<file path="src/rtl/seq_div_pkg.sv">
// Shared types and helpers for the sequential restoring divider.
package seq_div_pkg;

  typedef enum logic [1:0] {
    S_IDLE = 2'd0,
    S_CALC = 2'd1,
    S_FIX  = 2'd2
  } state_e;

  function automatic int cnt_width(input int width);
    return $clog2(width + 1);
  endfunction

endpackage

</file>
<file path="src/rtl/seq_div_step.sv">
// One combinational restoring-division step: shift {rem, quo} left and trial-subtract.
module seq_div_step #(
  parameter int WIDTH = 8
) (
  input  logic [WIDTH:0]   rem,
  input  logic [WIDTH-1:0] quo,
  input  logic [WIDTH-1:0] dvsr,
  output logic [WIDTH:0]   rem_next,
  output logic [WIDTH-1:0] quo_next
);

  logic [WIDTH:0] shifted_s;
  logic [WIDTH:0] diff_s;

  assign shifted_s = {rem[WIDTH-1:0], quo[WIDTH-1]};
  assign diff_s    = shifted_s - {1'b0, dvsr};

  // MSB of the WIDTH+1 bit difference flags a negative trial result
  always_comb begin
    rem_next = shifted_s;
    quo_next = {quo[WIDTH-2:0], 1'b0};
    if (!diff_s[WIDTH]) begin
      rem_next = diff_s;
      quo_next = {quo[WIDTH-2:0], 1'b1};
    end else begin
      rem_next = shifted_s;
      quo_next = {quo[WIDTH-2:0], 1'b0};
    end
  end

endmodule

</file>
<file path="src/rtl/seq_div_ctrl.sv">
// Multi-cycle signed/unsigned restoring divider with FSM controller.
// Optional macro DIV_ZERO_CHECK_EN adds the div_by_zero port and a one-cycle zero-divisor path.
module seq_div_ctrl
  import seq_div_pkg::*;
#(
  parameter int WIDTH = 8,
  parameter int CNT_W = cnt_width(WIDTH)
) (
  input  logic             clk,
  input  logic             rst_n,
  input  logic             start,
  input  logic             signed_mode,
  input  logic [WIDTH-1:0] dividend,
  input  logic [WIDTH-1:0] divisor,
  output logic             busy,
  output logic             done,
  output logic [WIDTH-1:0] quotient,
  output logic [WIDTH-1:0] remainder
`ifdef DIV_ZERO_CHECK_EN
  ,
  output logic             div_by_zero
`endif
);

  localparam logic [WIDTH-1:0] ONE       = {{(WIDTH-1){1'b0}}, 1'b1};
  localparam logic [CNT_W-1:0] CNT_ONE   = {{(CNT_W-1){1'b0}}, 1'b1};
  localparam logic [CNT_W-1:0] LAST_STEP = CNT_W'(WIDTH - 1);

  function automatic logic [WIDTH-1:0] neg(input logic [WIDTH-1:0] x);
    return ~x + ONE;
  endfunction

  state_e           state_q, state_d;
  logic [WIDTH:0]   rem_q, rem_d;
  logic [WIDTH-1:0] quo_q, quo_d;
  logic [WIDTH-1:0] dvsr_q, dvsr_d;
  logic             q_neg_q, q_neg_d;
  logic             r_neg_q, r_neg_d;
  logic [CNT_W-1:0] cnt_q, cnt_d;
  logic             busy_q, busy_d;
  logic             done_q, done_d;
  logic [WIDTH-1:0] quotient_q, quotient_d;
  logic [WIDTH-1:0] remainder_q, remainder_d;
`ifdef DIV_ZERO_CHECK_EN
  logic             dbz_q, dbz_d;
  logic             dbz_pend_q, dbz_pend_d;
`endif

  logic [WIDTH:0]   step_rem_s;
  logic [WIDTH-1:0] step_quo_s;
  logic             a_neg_s, b_neg_s;

  seq_div_step #(.WIDTH(WIDTH)) u_step (
    .rem      (rem_q),
    .quo      (quo_q),
    .dvsr     (dvsr_q),
    .rem_next (step_rem_s),
    .quo_next (step_quo_s)
  );

  assign a_neg_s = signed_mode & dividend[WIDTH-1];
  assign b_neg_s = signed_mode & divisor[WIDTH-1];

  // Next-state and datapath computation for every register
  always_comb begin
    state_d     = state_q;
    rem_d       = rem_q;
    quo_d       = quo_q;
    dvsr_d      = dvsr_q;
    q_neg_d     = q_neg_q;
    r_neg_d     = r_neg_q;
    cnt_d       = cnt_q;
    done_d      = 1'b0;
    quotient_d  = quotient_q;
    remainder_d = remainder_q;
`ifdef DIV_ZERO_CHECK_EN
    dbz_d       = dbz_q;
    dbz_pend_d  = dbz_pend_q;
`endif
    case (state_q)
      S_IDLE: begin
        if (start) begin
          quo_d   = a_neg_s ? neg(dividend) : dividend;
          dvsr_d  = b_neg_s ? neg(divisor) : divisor;
          q_neg_d = a_neg_s ^ b_neg_s;
          r_neg_d = a_neg_s;
          rem_d   = '0;
          cnt_d   = '0;
          state_d = S_CALC;
`ifdef DIV_ZERO_CHECK_EN
          dbz_d = 1'b0;
          // Zero divisor skips the iterations; raw dividend rides in quo for FIX
          if (divisor == '0) begin
            quo_d      = dividend;
            dbz_pend_d = 1'b1;
            state_d    = S_FIX;
          end else begin
            dbz_pend_d = 1'b0;
          end
`endif
        end else begin
          state_d = S_IDLE;
        end
      end
      S_CALC: begin
        rem_d = step_rem_s;
        quo_d = step_quo_s;
        cnt_d = cnt_q + CNT_ONE;
        if (cnt_q == LAST_STEP) begin
          state_d = S_FIX;
        end else begin
          state_d = S_CALC;
        end
      end
      S_FIX: begin
        quotient_d  = q_neg_q ? neg(quo_q) : quo_q;
        remainder_d = r_neg_q ? neg(rem_q[WIDTH-1:0]) : rem_q[WIDTH-1:0];
        done_d      = 1'b1;
        state_d     = S_IDLE;
`ifdef DIV_ZERO_CHECK_EN
        if (dbz_pend_q) begin
          quotient_d  = '1;
          remainder_d = quo_q;
          dbz_d       = 1'b1;
          dbz_pend_d  = 1'b0;
        end else begin
          dbz_d = 1'b0;
        end
`endif
      end
      default: begin
        state_d = S_IDLE;
      end
    endcase
    busy_d = (state_d != S_IDLE);
  end

  // State and output registers with synchronous active-low reset
  always_ff @(posedge clk) begin
    if (!rst_n) begin
      state_q     <= S_IDLE;
      rem_q       <= '0;
      quo_q       <= '0;
      dvsr_q      <= '0;
      q_neg_q     <= 1'b0;
      r_neg_q     <= 1'b0;
      cnt_q       <= '0;
      busy_q      <= 1'b0;
      done_q      <= 1'b0;
      quotient_q  <= '0;
      remainder_q <= '0;
`ifdef DIV_ZERO_CHECK_EN
      dbz_q       <= 1'b0;
      dbz_pend_q  <= 1'b0;
`endif
    end else begin
      state_q     <= state_d;
      rem_q       <= rem_d;
      quo_q       <= quo_d;
      dvsr_q      <= dvsr_d;
      q_neg_q     <= q_neg_d;
      r_neg_q     <= r_neg_d;
      cnt_q       <= cnt_d;
      busy_q      <= busy_d;
      done_q      <= done_d;
      quotient_q  <= quotient_d;
      remainder_q <= remainder_d;
`ifdef DIV_ZERO_CHECK_EN
      dbz_q       <= dbz_d;
      dbz_pend_q  <= dbz_pend_d;
`endif
    end
  end

  assign busy      = busy_q;
  assign done      = done_q;
  assign quotient  = quotient_q;
  assign remainder = remainder_q;
`ifdef DIV_ZERO_CHECK_EN
  assign div_by_zero = dbz_q;
`endif

endmodule

</file>
<file path="config.mk">
export PLATFORM = sky130hd
export DESIGN_NAME = seq_div_ctrl
export DESIGN_NICKNAME = d
export VERILOG_FILES = /design/src/rtl/seq_div_pkg.sv /design/src/rtl/seq_div_step.sv /design/src/rtl/seq_div_ctrl.sv
export SDC_FILE = /design/constraint.sdc
export NUM_CORES = 1
export LEC_CHECK = 0
export CORE_MARGIN = 4
export CORE_UTILIZATION = 31
export CTS_CLUSTER_DIAMETER = 150
export CTS_CLUSTER_SIZE = 16
export DETAILED_ROUTE_END_ITERATION = 8
export PLACE_DENSITY_LB_ADDON = 0.12
export RECOVER_POWER = 100
export SLEW_MARGIN = 20
export SYNTH_ARGS = -nofsm -noshare
export SYNTH_HDL_FRONTEND = slang
export SYNTH_SLANG_ARGS = --single-unit
</file>
<file path="constraint.sdc">
create_clock -name clk -period 3.1 [get_ports clk]
set_clock_uncertainty 0.15 [all_clocks]
set_input_delay 0.775 -clock clk [delete_from_list [all_inputs] [get_ports clk]]
set_output_delay 0.775 -clock clk [all_outputs]
set_load 0.01 [all_outputs]
</file>
### Word level (Yosys, flattened, before mapping)

Index checks and enable logic that the tools add are counted.

* register bits: 50
* input bits: 20
* output and inout port bits: 18
* logic and storage cells: 49

* add/sub/neg operators: 6
* eq/ne operators: 4
* multiplexer cells: 16
* bitwise logic cells: 7
* reduce and logical (&&, ||, !) cells: 5

Operator list (number)
* $mux 8: 7
* $add 8x1->8 const B: 4
* $not 8->8: 4
* $pmux 8 s2: 2
* $sub 9x8->9: 1
* $pmux 4 s2: 1
* $add 4x1->4 const B: 1
* $eq 4x3->1 const B: 1
* $mux 4: 1
* $pmux 2 s2: 1
* $reduce_and 2->1: 2
* $reduce_bool 2->1: 2
* $mux 1: 3
* $and 1x1->1: 2
* $eq 2x1->1 const B: 1
* $eq 2x2->1 const B: 1
* $logic_not 2->1: 1
* $mux 2: 1
* $ne 2x2->1 const B: 1
* $xor 1x1->1: 1

### Logic depth before layout (Yosys ltp)

Gate-level depths: netlist of run 1.

* depth in word-level cells: 5
* depth in mapped cells: 10

### Hierarchy

From an unflattened synthesis of run 1, not the netlist that was laid out.

* cells, all modules: 353
* area total of the unflattened synthesis: 2947.8 um2

By module, submodules not included
* seq_div_ctrl: instances 1, cells an instance 274, area each 2382.3 um2, sequential area each 1021.0 um2
* seq_div_step: instances 1, cells an instance 79, area each 565.5 um2, sequential area each 0.0 um2

### Worst setup path before layout of run 1

Ideal clock, no wire load.

* kind: reg2reg
* start: register quo_q[7]
* end: register rem_q[0]
* library setup time: 0.117 ns
* arrival time: 2.124 ns
* setup slack: 0.709 ns
* cell stages (with the launch flop): 11
* path buffers: 0
* period minus slack after synthesis: 2.391 ns
* cell sequence: dfxtp_1 -> inv_1 -> ha_1 -> inv_1 -> fa_1 -> a211oi_1 -> nor3b_2 -> mux2i_1 -> nor2_4 -> nand2_1 -> a32o_1

* cells in the longest elaborated chain, start to end: 3

RTL lines
* from (decl): RTL line seq_div_ctrl.sv:35 `logic [WIDTH-1:0] quo_q, quo_d;`
* from (signal assigned): RTL line seq_div_ctrl.sv:159 `quo_q <= quo_d;`
* $sub 9x8->9: RTL line seq_div_step.sv:16 `assign diff_s = shifted_s - {1'b0, dvsr};`
* $mux 8 (*): RTL line seq_div_step.sv:22 `if (!diff_s[WIDTH]) begin`
* $pmux 8 s2 (*): RTL line seq_div_ctrl.sv:80 `case (state_q)`
* to (signal assigned): RTL line seq_div_ctrl.sv:158 `rem_q <= rem_d;`
* to (decl): RTL line seq_div_ctrl.sv:34 `logic [WIDTH:0] rem_q, rem_d;`

Mark *: on every way between the ends. The rest lies on a longest branch, timed or not.
A chain may end at the register's enable or synchronous reset.

### Final worst setup path of run 1

* start: register quo_q[7]
* end: register rem_q[3]

* cells in the longest elaborated chain, start to end: 3

RTL lines (RTL line)
* $sub 9x8->9: seq_div_step.sv:16
* $mux 8: seq_div_step.sv:22
* $pmux 8 s2: seq_div_ctrl.sv:80

Every way passes these cells.

==> results of run 1 <==
-- per-stage QoR --
step / setup WS [ns] / utilization / instance area, sq um
3_3_place_gp: 0.537 / 0.387 / 3240
3_5_place_dp: 0.466 / 0.387 / 3240
5_1_grt: 0.235 / 0.395 / 3310
4_1_cts: 0.448 / 0.398 / 3340
6_report: 0.489 / 0.395 / 3310
2_1_floorplan: 0.709 / - / 2730
-- Yosys cell counts (8+ instances only) --
master,n
inv_1,21
dfxtp_1,50
xor2_1,19
nor3_1,8
o31ai_1,9
xnor2_1,9
a211oi_1,19
nand2_1,25
nor2_1,45
mux2i_1,10
ha_1,13
a21oi_1,17
nand3_1,9
clkbuf_1,14
-- kinds of logic after synthesis --
logic type,after synthesis,synth area share
buf+inv,36,0.0495
flops,50,0.367
simple gates,109,0.187
fa+ha+maj,14,0.0670
mux,11,0.0408
xor+xnor,28,0.0899
compound gates,79,0.199
-- routing by layer --
layer | wire length, um | share of wire
met1 | 3300 | 0.52
met2 | 2730 | 0.43
met3 | 236 | 0.037
met4 | 80 | 0.013
met5 | 0 | 0
-- report_power, final --
group	leakage, uW	switching, uW	internal [uW]
sequential	0.000407	54.9	682
clock	0.0000489	222	185
combinational	0.000860	303	245
total	0.00132	580	1110
-- registers in the layout, summed over array words and instances (netlist names), 2 cells and up --
register   flops
cnt_q          4
remainder      8
dvsr_q         8
rem_q          8
quotient       8
quo_q          8
state_q        2
-- worst max-delay path by stage --
stage	startpoint	endpoint	slack (ns)	depth (start not counted)
finish	quo_q[7]	rem_q[3]	0.49	10
global route	quo_q[7]	rem_q[1]	0.24	10
CTS	quo_q[7]	rem_q[3]	0.45	10
detailed placement	quo_q[7]	rem_q[3]	0.47	10
global placement	quo_q[7]	rem_q[0]	0.54	10
floorplan	quo_q[7]	rem_q[0]	0.71	10
-- layout make-up --
| class | count | area, sq um |
|---|---|---|
| clock inverter | 1 | 8.76 |
| timing repair buffer | 44 | 417 |
| sequential | 50 | 1000 |
| multi-input combinational | 241 | 1590 |
| clock buffer | 7 | 86.3 |
| fill | 869 | 5070 |
| tap | 105 | 131 |
| inverter | 21 | 78.8 |
-- critical path, delay by kind of cell (launching register included) --
family	cells	cell delay (ns)
AND/OR/NAND/NOR	2	0.45
flip-flops	1	0.32
multiplexers	2	0.43
adder cells (fa/ha/maj)	2	0.59
buffers and inverters	2	0.15
AO/OA/AOI/OAI	2	0.39
==> metrics, run 1 <==
Pwr Total=~1700 uW; Area Overhead vs Synth=21.4%; power per cell area=roughly 510 nW/um^2; Pins Over Slew Limit=0; largest net degree at the start of global routing=34; synthesized cell area=2730 sq um; CP max-delay cell=fa_1; post-layout minimum cycle time=~2.6 ns; dominant cells by area after synthesis=dfxtp_1 (37%), nor2_1 (6.2%), xor2_1 (6.1%); RSZ-0062 raised after global routing=false; Placeable Area=8380 sq um; layout cells sized above 1=0.0495; die area=10400 sq um; post_cts resized=0; Final #Nets=approximately 400; IO buf count=37; status=complete, no violations; number of synthesized flops with an enable pin=0; Crit Path Category=register to register; met2 usage=0.200; Critical Path Start Type=register; CP endpoint kind=register; post-DP HPWL=between 4000 and 5000 um; Clock H-tree levels=2; Tcrit/Tclk final=0.842; # rows=33; Setup violations, final=0; dominant synthesized flop cell=dfxtp_1; Min-Delay Endpoint=dvsr_q[0]; leading area contributor after synthesis=dfxtp_1; TNS Setup=0 ns; Worst-Margin Slew=0.701 ns; Worst-path clk slew=approximately 0.1 ns; RR Endpoint=rem_q[3]; via count=2300; CTS Hold Buffers Added=0; P_leak=approximately 0.0013 uW; Post-Syn Area per Cell=around 8.3 sq um; commonest non-fill, non-tap cell in the layout=dfxtp_1; Top-Level Pins=38; Synth async-reset ratio=0; GR Util met1=0.189; hold crit path type=register to register; DRC=0; CP arrival=between 2 and 3 ns; met3 Usage GRT=0.0220; postcts setup bufs=0; total grt overflow=0; WHS=roughly 0.33 ns; Post-Syn Nets=361; routed len/inst=13.5 um; GRT Resource Usage Total=0.131; Post-Route WL=between 6000 and 7000 um; reg2reg path depth=10; Max Cap Violations=0; Hold Startpoint=dvsr_q[0]; gr busiest metal=met2; # clock sinks=50; placer congestion estimate=between 0.7 and 0.8; worst skew pair latency=0.30 ns; Synth top area share=0.367; Synth cell types=between 40 and 50; Inst Count DP=about 460; Cells on Worst Hold Path=2; antenna violations before repair=0; initial drt markers=86; crit path max fanout=10; Worst Path Required=around 3.1 ns; crit-path cells=inv_1 -> ha_1 -> inv_1 -> fa_1 -> a211oi_1 -> nor3b_1 -> mux2i_1 -> nor2_4 -> mux2i_1 -> o21ai_0; R2R setup slack=roughly 0.49 ns; DR pass1 iterations=6; first-pass GRT wire length=roughly 11000 um; routed vias/inst=4.90; Starting Density=0.325; CTS Buf Count=5; Inserted Diodes=0; Chip Width=approximately 100 um; Die H=between 100 and 150 um; Clock Path Buffers=2; Post-Layout Cell Count=469; Seq cells post-synth=50; Fmax=between 0.3 and 0.4 GHz; CTS tree=done; antenna-violating nets left=0; critical path's largest stage delay=between 0.4 and 0.5 ns; highest-count cells in the layout ignoring fill and taps=dfxtp_1 (50), nor2_1 (45), nand2_1 (25); yosys warns=0; Mapped Cells=327; vias in the first global route=roughly 2200; Seq/Total Area, Yosys=0.367; FF-to-FF Start=quo_q[7]; clk root buf=clkbuf_8; Final Hold Fails=0; Rel. slew slack=0.533; VDD IR max=between 0.00015 and 0.0002 V
(Power assumes the default switching activity.)
==> run 2: changes to the inputs <==
==> constraint.sdc (replaced) <==
create_clock -name clk -period 2.2 [get_ports clk]
set_clock_uncertainty 0.15 [all_clocks]
set_input_delay 0.55 -clock clk [delete_from_list [all_inputs] [get_ports clk]]
set_output_delay 0.55 -clock clk [all_outputs]
set_load 0.01 [all_outputs]
==> metrics, run 2 (synthesized netlist as in run 1, its figures left out) <==
status=finished, violations left; violated checks=setup timing; routed len/inst=about 13 um; PnR worst setup slack=-0.0361 ns; worst skew pair latency=0.30 ns; Pins Over Slew Limit=0; Worst Path Required=around 2.3 ns; Inserted Diodes=0; via count=around 2400; crit path max fanout=5; power per cell area=about 720 nW/um^2; post-layout minimum cycle time=2.24 ns; vias in the first global route=~2200; Max Cap Violations=0; Chip Width=102 um; die area=between 10000 and 15000 sq um; Top-Level Pins=38; Starting Density=0.325; R2R setup slack=-0.04 ns; DRC=0; Clock Power Share=0.223; WHS=around 0.31 ns; Tcrit/Tclk final=1.02; CTS Buf Count=5; FF-to-FF Start=quo_q[7]; post-DP HPWL=5000 um; antenna violations before repair=0; Area Overhead vs Synth=33.2%; Clock H-tree levels=2; GRT Resource Usage Total=0.130; clk root buf=clkbuf_8; # clock sinks=50; CP arrival=about 2.3 ns; post-route cell area=roughly 3600 sq um; Setup violations, final=6; Cells on Worst Hold Path=2; first-pass GRT wire length=approximately 11000 um; Net Sw Power=between 900 and 1000 uW; # rows=33; total grt overflow=0; CTS Hold Buffers Added=0; placer congestion estimate=roughly 0.80; reg2reg path depth=10; RSZ-0062 raised after global routing=true; Worst-Margin Slew=0.702 ns; Hold Startpoint=dvsr_q[7]; hold crit path type=register to register; largest net degree at the start of global routing=35; RR Endpoint=rem_q[3]; Clock Path Buffers=2; total internal power=1720 uW; Critical Path Start Type=register; Placeable Area=between 8000 and 9000 sq um; sw frac=0.348; Final #Nets=424; Worst-path clk slew=about 0.10 ns; DR pass1 iterations=5; Post-Route WL=6520 um; Final Hold Fails=0; Die H=102 um; routed vias/inst=between 4 and 5; initial drt markers=84; P_leak=0.00147 uW; commonest non-fill, non-tap cell in the layout=dfxtp_1; TNS Setup=-0.145 ns; DP Area=3410 sq um; Rel. slew slack=0.532; Filler Cell Count=about 850; IO buf count=37; Min-Delay Endpoint=dvsr_q[7]; layout cells sized above 1=0.156; highest-count cells in the layout ignoring fill and taps=dfxtp_1 (48), nor2_1 (45), buf_4 (30); Seq pwr share=0.388; VDD IR max=between 0.0002 and 0.00025 V; antenna-violating nets left=0; Fmax=~0.45 GHz; Logic pwr share=0.389; Crit Path Category=register to register; CP endpoint kind=register; CTS tree=done
run 2: changes by cell type in the layout (fill, tap and decap cells not counted), moves of 2 or more:
cell and delta:
buf_4 +25, o21ai_0 -5, ha_1 -4, ha_4 +4
o21ai_1 +4, clkbuf_1 -2, clkinv_4 +2, dfxtp_1 -2
dfxtp_2 +2, inv_1 -2, inv_2 +2
run 2: stage by stage:
| step | power [uW] | std cells | util | setup WS [ns] |
|---|---|---|---|---|
| after floorplan | 1650 | 327 | - | 0.00207 |
| after global placement | 1910 | 481 | 0.407 | -0.0722 |
| after detailed placement | 1920 | 481 | 0.407 | -0.127 |
| after CTS | 2580 | 494 | 0.426 | -0.0284 |
| after global routing | 2820 | 496 | 0.433 | -0.101 |
| final | 2630 | 496 | 0.433 | -0.0361 |
run 2: worst max path at each step:
| stage | start | endpoint | slack [ns] |
|---|---|---|---|
| CTS | quo_q[7] | rem_q[3] | -0.03 |
| global route | quo_q[7] | rem_q[3] | -0.10 |
| floorplan | quo_q[7] | rem_q[0] | 0.002 |
| detailed placement | dvsr_q[0] | rem_q[0] | -0.13 |
| finish | quo_q[7] | rem_q[3] | -0.04 |
| global placement | dvsr_q[0] | rem_q[0] | -0.07 |
run 2: layout make-up:
type	instances	area [sq um]	area share
timing repair buffer	70	613	0.169
clock inverter	2	17.5	0.00482
clock buffer	6	82.6	0.0227
multi-input combinational	242	1710	0.470
tap	105	131	0.0362
inverter	21	78.8	0.0217
sequential	50	1000	0.276
run 2: power groups by stage:
stage	clock network (uW)	registers (uW)	logic, uW
after global routing	662	1030	1130
final	587	1020	1020
after detailed placement	0	1040	883
after floorplan	0	1040	617
after CTS	606	1020	962
after global placement	0	1040	874
run 2: repair_timing:
action                     4_1_cts  5_1_grt
resized for setup                4       11
setup buffers                    4        3
pin swaps                        4        7
cloned                           1        0
setup endpoints to repair        8        8
run 2: per-layer routing:
metal,vias up,track usage,share of wire
met2,47,0.193,0.44
li1,1287,-,-
met5,-,0,0
met1,1080,0.191,0.50
met3,4,0.0255,0.049
met4,0,0.0337,0.0081
run 2: worst max-delay path: stages, from the launching register on:
cell and delay [ns]:
dfxtp_2 0.33, inv_2 0.06, ha_4 0.13, inv_2 0.03, fa_2 0.36, a211oi_4 0.27, nor3b_4 0.08, mux2i_4 0.23
nor2_4 0.20, mux2i_1 0.22, o21ai_1 0.08
==> variant (flow settings as in run 1) <==
`WIDTH` is set to 8 in 2 places; all go to 10.
--- a/src/rtl/seq_div_step.sv
+++ b/src/rtl/seq_div_step.sv
@@ -1,5 +1,5 @@
 // One combinational restoring-division step: shift {rem, quo} left and trial-subtract.
 module seq_div_step #(
-  parameter int WIDTH = 8
+  parameter int WIDTH = 10
 ) (
   input  logic [WIDTH:0]   rem,
--- a/src/rtl/seq_div_ctrl.sv
+++ b/src/rtl/seq_div_ctrl.sv
@@ -4,5 +4,5 @@
   import seq_div_pkg::*;
 #(
-  parameter int WIDTH = 8,
+  parameter int WIDTH = 10,
   parameter int CNT_W = cnt_width(WIDTH)
 ) (
Interface: changed (resized dividend, divisor, quotient and remainder); port bits go from 38 to 46. The function was not compared with the original's and may differ.
==> variant against run 1 <==
Total power grew 41%; wire length grew 34%; die area grew 25%; worst setup slack gained 30 ps; non-clock buffer count grew 12; synthesized area grew 27%; sequential cell count grew 10; final area grew 30%.
==> variant: results (changes against run 1) <==
stage,metric,value,unit,change
place,dpl cells,606,,+31%
critical_path,R2R Path Start,quo_q[9],,
critical_path,Worst Setup EP,rem_q[8],,
routing,drt pass-1 iters,5,,-1
clocking,Clock Latency Late Sink,330,ps,+30 ps
clocking,post-cts sizing count,0,,unchanged
routing,final wirelength,8480,µm,+34%
critical_path,worst reg-to-reg setup slack,520,ps,+30 ps
synth,"Seq/Total Area, Yosys",0.346,,-0.0207
layout,Post-Layout Cell Count,621,,+32%
global_routing,vias in the first global route,2930,,+34%
pwr,LEAKAGE,1.68,nW,+28%
place,pre-CTS setup slack,349,ps,-116 ps
hold_path,Hold Path Sink,dvsr_q[6],,
critical_path,Top delay family on crit path,compound AO/OA/AOI/OAI gates,,
routing,Initial DRC Count,195,,+130%
synth,largest cells by area after synthesis,"dfxtp_1, nor2_1, ha_1",,
place,Final HPWL DP,6470,µm,+31%
critical_path,worst r2r path cells,9,,-1
critical_path,crit path DAT,2630,ps,about the same
layout,layout cells sized above 1,0.0686,,+0.0192
pwr,worst vdd ir,0.000205,V,+2.4%
outcome,status,"finished, final reports clean",,
synth,synthesized net count,473,,+31%
global_routing,largest net degree at the start of global routing,49,,+44%
clocking,H-Tree Level Count,3,,+1
global_routing,Global Route Usage Sum,0.140,,+0.00840
routing,routed via count,3109,,+35%
critical_path,Critical Path Max Stage Delay,400,ps,
place,# port buffers,45,,+22%
timing,hold slack,307,ps,-18.4 ps
synth,synth cell count leaders,"nor2_1, dfxtp_1, nand2_1",,
layout,final net count,518,,+30%
synth,"Distinct cells, synth",50,,+22%
critical_path,CP max-delay cell,fa_1,,
global_routing,global-route wire length before repair,14800,µm,+36%
timing,"Period Utilization, post-route",0.833,,-0.00963
place,placed cell area,4090,µm²,+26%
place,Placer Congestion,0.815,,+4.6%
synth,Mapped Cells,432,,+32%
critical_path,critical-path maximum fanout,3,,-7
clocking,TritonCTS Buffers,9,,+4
critical_path,R2R Path End,rem_q[8],,
clocking,"Clk pin slew, worst setup/hold paths",70,ps,-30 ps
hold_path,Hold Crit Start,dvsr_q[6],,
variant: layout make-up:
| class | instances | area (µm²) |
|---|---|---|
| clock buffers | 11 | 151 |
| clock inverters | 4 | 72.6 |
| repair buffers | 56 | 527 |
| flip-flops and latches | 60 | 1200 |
| well taps | 140 | 175 |
| inverters | 22 | 82.6 |
| multi-input cells | 328 | 2100 |
| fillers | 1125 | 6580 |
variant: metal layers:
metal / share of wire / track usage
met1: 0.53 / 0.207
met2: 0.42 / 0.203
met3: 0.035 / 0.0313
met4: 0.0075 / 0.0380
met5: 0 / 0
variant: cell families (layout without fill, tap and decap cells):
group           Yosys count  after routing  synth area share
compound gates          102            102             0.215
xor+xnor                 32             32            0.0808
fa+ha+maj                17             17            0.0635
buf+inv                  44             93            0.0487
flops                    60             60             0.346
mux                       7              7            0.0206
simple gates            170            170             0.225
variant: where the power goes:
part	total, mW	internal (mW)	switching, mW
clock network	0.799	0.491	0.308
registers	0.891	0.818	0.0726
logic	0.700	0.297	0.403
